[src/rtl/len5_ras.sv]
// Return address stack for the LEN5 fetch-stage predictor: circular storage, overflow drops the oldest entry.
// Define LEN5_RAS_CKPT_EN to add tos/count checkpoint save and restore for misprediction recovery.
module len5_ras #(
    parameter int DEPTH  = 8,
    parameter int ADDR_W = 64,
    localparam int CNT_W = $clog2(DEPTH + 1)
) (
    input  logic              clk_i,
    input  logic              rst_i,
    input  logic              flush_i,
    input  logic              push_i,
    input  logic              pop_i,
    input  logic [ADDR_W-1:0] push_addr_i,
`ifdef LEN5_RAS_CKPT_EN
    input  logic              ckpt_save_i,
    input  logic              ckpt_restore_i,
`endif
    output logic              top_valid_o,
    output logic [ADDR_W-1:0] top_addr_o,
    output logic [CNT_W-1:0]  count_o,
    output logic              overflow_o,
    output logic              underflow_o
);

    localparam int PTR_W = $clog2(DEPTH);
    localparam logic [CNT_W-1:0] FULL = CNT_W'(DEPTH);

    logic [ADDR_W-1:0] mem [DEPTH];
    logic [PTR_W-1:0]  tos_reg, tos_next, wr_idx;
    logic [CNT_W-1:0]  cnt_reg, cnt_next;
    logic              wr_en;
    logic              ov_reg, ov_next, un_reg, un_next;

`ifdef LEN5_RAS_CKPT_EN
    logic [PTR_W-1:0]  ckpt_tos_reg;
    logic [CNT_W-1:0]  ckpt_cnt_reg;
`endif

    always_comb begin
        tos_next = tos_reg;
        cnt_next = cnt_reg;
        wr_en    = 1'b0;
        wr_idx   = tos_reg;
        ov_next  = 1'b0;
        un_next  = 1'b0;
        if (flush_i) begin
            tos_next = '0;
            cnt_next = '0;
        end
`ifdef LEN5_RAS_CKPT_EN
        else if (ckpt_restore_i) begin
            tos_next = ckpt_tos_reg;
            cnt_next = ckpt_cnt_reg;
        end
`endif
        else if (push_i && pop_i && (cnt_reg != '0)) begin
            // Return then call: the new return address replaces the current top in place.
            wr_en = 1'b1;
        end else if (push_i) begin
            tos_next = tos_reg + PTR_W'(1);
            wr_idx   = tos_reg + PTR_W'(1);
            wr_en    = 1'b1;
            if (cnt_reg == FULL) ov_next = 1'b1;
            else                 cnt_next = cnt_reg + CNT_W'(1);
        end else if (pop_i) begin
            if (cnt_reg != '0) begin
                tos_next = tos_reg - PTR_W'(1);
                cnt_next = cnt_reg - CNT_W'(1);
            end else begin
                un_next = 1'b1;
            end
        end
    end

    always_ff @(posedge clk_i or posedge rst_i) begin
        if (rst_i) begin
            for (int i = 0; i < DEPTH; i++) mem[i] <= '0;
            tos_reg <= '0;
            cnt_reg <= '0;
            ov_reg  <= 1'b0;
            un_reg  <= 1'b0;
        end else begin
            if (wr_en) mem[wr_idx] <= push_addr_i;
            tos_reg <= tos_next;
            cnt_reg <= cnt_next;
            ov_reg  <= ov_next;
            un_reg  <= un_next;
        end
    end

`ifdef LEN5_RAS_CKPT_EN
    // Snapshot is untouched by flush, and a simultaneous restore takes precedence over save.
    always_ff @(posedge clk_i or posedge rst_i) begin
        if (rst_i) begin
            ckpt_tos_reg <= '0;
            ckpt_cnt_reg <= '0;
        end else if (ckpt_save_i && !ckpt_restore_i && !flush_i) begin
            ckpt_tos_reg <= tos_reg;
            ckpt_cnt_reg <= cnt_reg;
        end
    end
`endif

    assign top_addr_o  = mem[tos_reg];
    assign top_valid_o = (cnt_reg != '0);
    assign count_o     = cnt_reg;
    assign overflow_o  = ov_reg;
    assign underflow_o = un_reg;

endmodule

[config.mk]
export PLATFORM = sky130hd
export DESIGN_NAME = len5_ras
export DESIGN_NICKNAME = d
export VERILOG_FILES = /design/src/rtl/len5_ras.sv
export SDC_FILE = /design/constraint.sdc
export NUM_CORES = 1
export LEC_CHECK = 0
export CAP_MARGIN = 0
export CORE_ASPECT_RATIO = 0.7
export CORE_UTILIZATION = 45
export DETAILED_ROUTE_END_ITERATION = 8
export GPL_ROUTABILITY_DRIVEN = 0
export PLACE_DENSITY = 0.64
export SETUP_SLACK_MARGIN = 0.2
export SYNTH_ARGS = -nofsm -noshare
export SYNTH_HDL_FRONTEND = slang
export SYNTH_SLANG_ARGS = --single-unit
[constraint.sdc]
create_clock -name clk_i -period 19.95 [get_ports clk_i]
set_clock_uncertainty 0.15 [all_clocks]
set_input_delay 1.995 -clock clk_i [delete_from_list [all_inputs] [get_ports clk_i]]
set_output_delay 1.995 -clock clk_i [all_outputs]
set_load 0.02 [all_outputs]
==> metrics.md, run 1 <==
| Metric | Value |
|---|---|
| Worst hold path type | `reg2reg` |
| Synth area leaders | `dfrtp_1 56%, mux2_2 25%, mux4_2 12%` |
| Slew Limit Headroom | `0.167` |
| Post-CTS Repair Setup Buffers | `0` |
| Area of the multi-input gates | `~10000 um^2` |
| Synthesized area per cell | `16.8 um^2` |
| Layout cells sized above 1 | `0.489` |
| Critical path class | `reg2out` |
| Finished Layout Cells | `between 2000 and 2500` |
| Initial Util | `0.459` |
| First-pass GRT wire length | `around 81 mm` |
| TritonCTS clock tree | `built` |
| Via count | `about 13000` |
| Post-DRT Antenna Nets | `0` |
| FMAX | `157 MHz` |
| Routed wire length | `~50 mm` |
| Status | `finished, violations left` |
| Clk_lat worst skew | `~0.57 ns` |
| Max-Cap Viols | `0` |
| Core region area | `51100 um^2` |
| First-pass DRT Iterations | `7` |
| Failing checks | `design-rule violations` |
| Fill count | `between 4000 and 5000` |
| CP peak stage delay | `0.81 ns` |
| Crit Path Max Fanout | `36` |
| FP Rows | `69` |
| Unrepaired setup endpoints after global routing | `no` |
| Clock root buffer | `clkbuf_16` |
| Worst EP required | `17.81 ns` |
| Number of global-route vias before repair | `13700` |
| Worst VDD drop | `0.102 mV` |
| Storage cell area | `13000 um^2` |
| Worst slew pin tran | `1.25 ns` |
| Slew Viols, Final | `0` |
| CTS max path bufs | `3` |
| Setup TNS | `0 ns` |
| CTS H-tree lvls | `2` |
| Worst hold margin | `0.329 ns` |
| Crit share post-route | `0.319` |
| Crit-path cells | `buf_4 > buf_4 > mux4_2 > mux2_2 > clkdlybuf4s50_1` |
| Library cells used by synthesis | `42` |
| Syn Nets | `1467` |
| Cell with the most instances after synthesis | `dfrtp_1` |
| Slowest CP cell | `dfrtp_4` |
| Commonest register cell after synthesis | `dfrtp_1` |
| Area of the mapped netlist | `23500 um^2` |
| Yosys top cell area share | `0.556` |
| Wire per inst | `22.8 um` |
| CTS buffer count | `50` |
| Cell count after synthesis | `1393` |
| Total die area | `approximately 53000 um^2` |
| Register area share after synthesis | `0.556` |
| Final hold vios | `0` |
| Async set or reset register ratio after synthesis | `1.00` |
| Area growth syn-to-layout | `16.0%` |
| Largest net degree at the start of global routing | `roughly 180` |
| Worst setup SP type | `register` |
| Critical Path AT | `4.21 ns` |
| Remaining DRCs | `6` |
| Grt total ovfl | `0` |
| Io pins | `140` |
| Final Net Count | `1588` |
| Commonest cells in the netlist | `521 x dfrtp_1, 513 x mux2_2, 128 x mux4_2, 63 x mux2_1, 52 x buf_2` |
| Post-synth EDFFs | `0` |
| Clock sinks | `521` |
| CTS Hold Bufs | `0` |
| Total Routing Usage GR | `0.199` |
| Leading area contributor after synthesis | `dfrtp_1` |
| Placed Cells incl. Taps | `approximately 2100` |
| CP endpoint kind | `output port` |
| Chip width | `275 um` |
| Endpoints failing setup | `0` |
| Post-DP HPWL | `28.1 mm` |
| IO buf count | `139` |
| Register bit total from synthesis | `521` |
| Syn. warnings | `0` |
| Initial antenna violation count | `2` |
| Max reg flops | `512` |
| Vias per inst | `between 5 and 6` |
| DIE HEIGHT | `about 190 um` |
| Leak Pwr | `11.7 nW` |
| Initial DRC Count | `657` |
| Cts repair resizes | `0` |
| CTS clk-pin slew, worst paths | `0.06 ns` |
| Most frequent cell on the critical path | `buf_4` |
| Final Core Density | `0.532` |
| Fin crit period | `6.36 ns` |
| PD cells | `~170 nW/um^2` |
[area by class of cell]
class                           instances  area share
Clock buffer                           77      0.0572
Inverter                                6     0.00110
Clock inverter                         15     0.00377
Multi-Input combinational cell        773       0.369
Tap cell                              674      0.0310
Timing Repair Buffer                  162      0.0579
Sequential cell                       521       0.480
Antenna cell                            2    0.000184
[power by group]
| part | switching (W) | internal [W] | total (W) |
|---|---|---|---|
| clock | 0.000402 | 0.000549 | 0.000950 |
| sequential | 0.000262 | 0.00150 | 0.00176 |
| combinational | 0.000779 | 0.00110 | 0.00188 |
[final timing paths]
path | from | to | slack [ns] | cells past startpoint
setup reg to reg | tos_reg[0] | mem[392] | 14.92 | 6
max in group asynchronous | rst_i | mem[20] | 15.49 | 4
hold reg to reg | mem[190] | mem[190] | 0.33 | 1
setup / recovery | tos_reg[0] | top_addr_o[34] | 13.59 | 5
hold / removal | mem[190] | mem[190] | 0.33 | 1
min in group asynchronous | rst_i | mem[184] | 1.79 | 2
[cells in the final DEF, fill, tap and decap left out, types with 4 or more instances in the layout]
master / count
mux2_2: 513
dfrtp_1: 518
clkinv_2: 13
o41ai_4: 4
nor2_1: 4
ha_1: 4
nor3_1: 4
xnor2_1: 4
clkbuf_16: 53
nand2_1: 5
buf_4: 22
clkdlybuf4s50_1: 139
mux2_1: 63
mux4_2: 128
inv_1: 5
clkbuf_1: 10
nand3b_1: 4
clkbuf_8: 14
[cell families after synthesis]
logic type	synth area share
adder cells (fa/ha/maj)	0.00299
buffers and inverters	0.0186
multiplexers	0.401
AO/OA/AOI/OAI	0.0119
flip-flops	0.556
XOR/XNOR	0.00224
AND/OR/NAND/NOR	0.00800
[stage by stage]
| step | worst slack (ns) | area [um^2] | total power [W] |
|---|---|---|---|
| 2_1_floorplan | 3.25 | 23500 | 0.00304 |
| 3_3_place_gp | 14.06 | 25500 | 0.00363 |
| 3_5_place_dp | 14.04 | 25500 | 0.00368 |
| 4_1_cts | 13.41 | 27200 | 0.00466 |
| 5_1_grt | 13.25 | 27200 | 0.00486 |
| 6_report | 13.59 | 27200 | 0.00458 |
[worst max-delay path: cells and delay by family (launching register included)]
kind / cells / cell delay, ns
buffers and inverters: 3 / 1.88
muxes: 2 / 0.89
DFF: 1 / 0.81
[per-layer routing]
| layer | share of wire | vias up | track usage |
|---|---|---|---|
| met1 | 0.47 | 6858 | 0.288 |
| met2 | 0.47 | 170 | 0.319 |
| li1 | - | 5527 | - |
| met3 | 0.041 | 56 | 0.0367 |
| met4 | 0.012 | 2 | 0.0336 |
| met5 | 0.00026 | - | 0 |
(Power assumes the default switching activity.)
==> run 2, diff against run 1 <==
==> constraint.sdc (replaced) <==
create_clock -name clk_i -period 6.1 [get_ports clk_i]
set_clock_uncertainty 0.15 [all_clocks]
set_input_delay 0.61 -clock clk_i [delete_from_list [all_inputs] [get_ports clk_i]]
set_output_delay 0.61 -clock clk_i [all_outputs]
set_load 0.02 [all_outputs]
==> run 2 against run 1 <==
  * The flow still finishes with violations (design-rule violations)
  * Register-to-register slack worse by 13 ns
  * Worst setup slack worse by 12 ns
  * Sequential share of layout area decreased by 0.18 points
  * Worst hold slack improved by 0.0054 ns
  * Total power grew to 3.3 times the previous value
  * Non-clock buffer count grew 1
  * Cell count is essentially flat
==> metrics.md, run 2 (synthesis results as in run 1) <==
| Metric | Value |
|---|---|
| Leading cell types in the layout, fill and taps excluded | `518 x dfrtp_1, 513 x mux2_2, 139 x clkdlybuf4s50_1` |
| Initial antenna violation count | `3` |
| Critical path class | `reg2out` |
| Status | `finished, violations left` |
| Worst slew pin tran | `1.05 ns` |
| Routed wire length | `51.7 mm` |
| Crit Path Max Fanout | `51` |
| Worst setup SP type | `register` |
| FP Rows | `69` |
| CTS max path bufs | `3` |
| Wire per inst | `23.2 um` |
| DIE HEIGHT | `approximately 190 um` |
| TritonCTS clock tree | `built` |
| Final hold vios | `0` |
| CTS clk-pin slew, worst paths | `0.07 ns` |
| Remaining DRCs | `18` |
| Post-DRT Antenna Nets | `0` |
| Worst EP required | `5.34 ns` |
| Total Routing Usage GR | `0.203` |
| Post-placement cell area | `25700 um^2` |
| Cts repair resizes | `0` |
| Layout cells sized above 1 | `0.491` |
| Setup TNS | `0 ns` |
| Unrepaired setup endpoints after global routing | `no` |
| Final Core Density | `0.534` |
| Worst VDD drop | `0.300 mV` |
| Largest net degree at the start of global routing | `138` |
| Via count | `12700` |
| Clk_lat worst skew | `0.60 ns` |
| Grt total ovfl | `0` |
| Total die area | `53100 um^2` |
| CTS H-tree lvls | `2` |
| First-pass DRT Iterations | `8` |
| Critical Path AT | `about 3.8 ns` |
| Worst hold path type | `reg2reg` |
| Io pins | `140` |
| FMAX | `220 MHz` |
| Min-Delay Startpoint | `mem[492]` |
| Finished Layout Cells | `2229` |
| Area growth syn-to-layout | `16.4%` |
| Clock root buffer | `clkbuf_16` |
| Pwr Total | `0.0151 W` |
| Initial Util | `0.459` |
| Slew Limit Headroom | `0.301` |
| First-pass GRT wire length | `just over 80 mm` |
| Placed Cells incl. Taps | `between 2000 and 2500` |
| Crit share post-route | `0.746` |
| Failing checks | `design-rule violations` |
| Endpoints failing setup | `0` |
| Slew Viols, Final | `0` |
| PD cells | `552 nW/um^2` |
| Max-Cap Viols | `0` |
| Reg-to-Reg Start | `tos_reg[1]` |
| Vias per inst | `5.71` |
| Most common cell after layout, fill and taps aside | `dfrtp_1` |
| Post-DP HPWL | `~30 mm` |
| Fill count | `4137` |
| IO buf count | `between 100 and 150` |
| Number of global-route vias before repair | `13600` |
| CP endpoint kind | `output port` |
| Initial DRC Count | `648` |
| Fin crit period | `4.55 ns` |
| Max reg flops | `between 500 and 600` |
| Clock sinks | `521` |
| CTS buffer count | `52` |
| Final Net Count | `1591` |
| CTS Hold Bufs | `0` |
| Chip width | `roughly 270 um` |
| Leak Pwr | `11.8 nW` |
| Post-route cell area | `around 27000 um^2` |
| CP Launch Point | `tos_reg[1]` |
| Post-CTS Repair Setup Buffers | `0` |
| Core region area | `51100 um^2` |
[run 2: cell count changes in the layout (fill, tap and decap cells not counted)]
| cell | before | now |
|---|---|---|
| buf_12 | 1 | 10 |
| buf_4 | 22 | 14 |
| clkbuf_1 | 10 | 7 |
| bufinv_16 | 1 | 0 |
| clkbuf_16 | 53 | 52 |
| clkbuf_8 | 14 | 15 |
| clkinv_2 | 13 | 12 |
| clkinv_8 | 0 | 1 |
| clkinvlp_4 | 1 | 2 |
| inv_16 | 0 | 1 |
| inv_6 | 0 | 1 |
| inv_8 | 1 | 0 |
[run 2: report_power, final]
group	total, W	internal [W]	switching, W
Combinational	0.00625	0.00360	0.00265
Clock	0.00310	0.00175	0.00135
Sequential	0.00572	0.00490	0.000819
Total	0.0151	0.0102	0.00483
[run 2: final timing paths]
| kind | to | slack, ns | cells past startpoint |
|---|---|---|---|
| min | mem[492] | 0.33 | 1 |
| min in group asynchronous | mem[308] | 0.36 | 2 |
| min reg2reg | mem[492] | 0.33 | 1 |
| max | top_addr_o[61] | 1.55 | 4 |
| max in group asynchronous | tos_reg[2] | 4.13 | 3 |
| max reg2reg | mem[399] | 1.85 | 5 |
[run 2: per-stage QoR]
step	worst slack [ns]	hold slack [ns]
after global routing	1.42	0.349
after global placement	1.94	0.313
after detailed placement	1.82	0.320
final	1.55	0.335
after floorplan	-1.74	0.302
after CTS	1.47	0.338
[run 2: final cells by class]
type                    count  area, um^2  area share
inverters                   6        26.3    0.000962
diodes                      2        5.00    0.000183
multi-input cells         773       10000       0.368
well taps                 674         843      0.0309
repair buffers            163        1700      0.0621
flip-flops and latches    521       13000       0.478
clock buffers              74        1530      0.0562
clock inverters            16         113     0.00412
[run 2: critical path: stages (launching register included)]
cell             delay (ns)
dfrtp_4                1.00
buf_4                  0.70
mux4_2                 0.57
mux2_2                 0.27
clkdlybuf4s50_1        0.59
[run 2: layer usage]
layer,GRT usage,part of all wire,vias to the layer above,wire length (um)
met1,0.301,0.48,6938,24800
met2,0.311,0.46,186,23900
met4,0.0510,0.017,4,888
met5,0,0.00050,-,26
li1,-,-,5533,-
met3,0.0326,0.040,71,2080
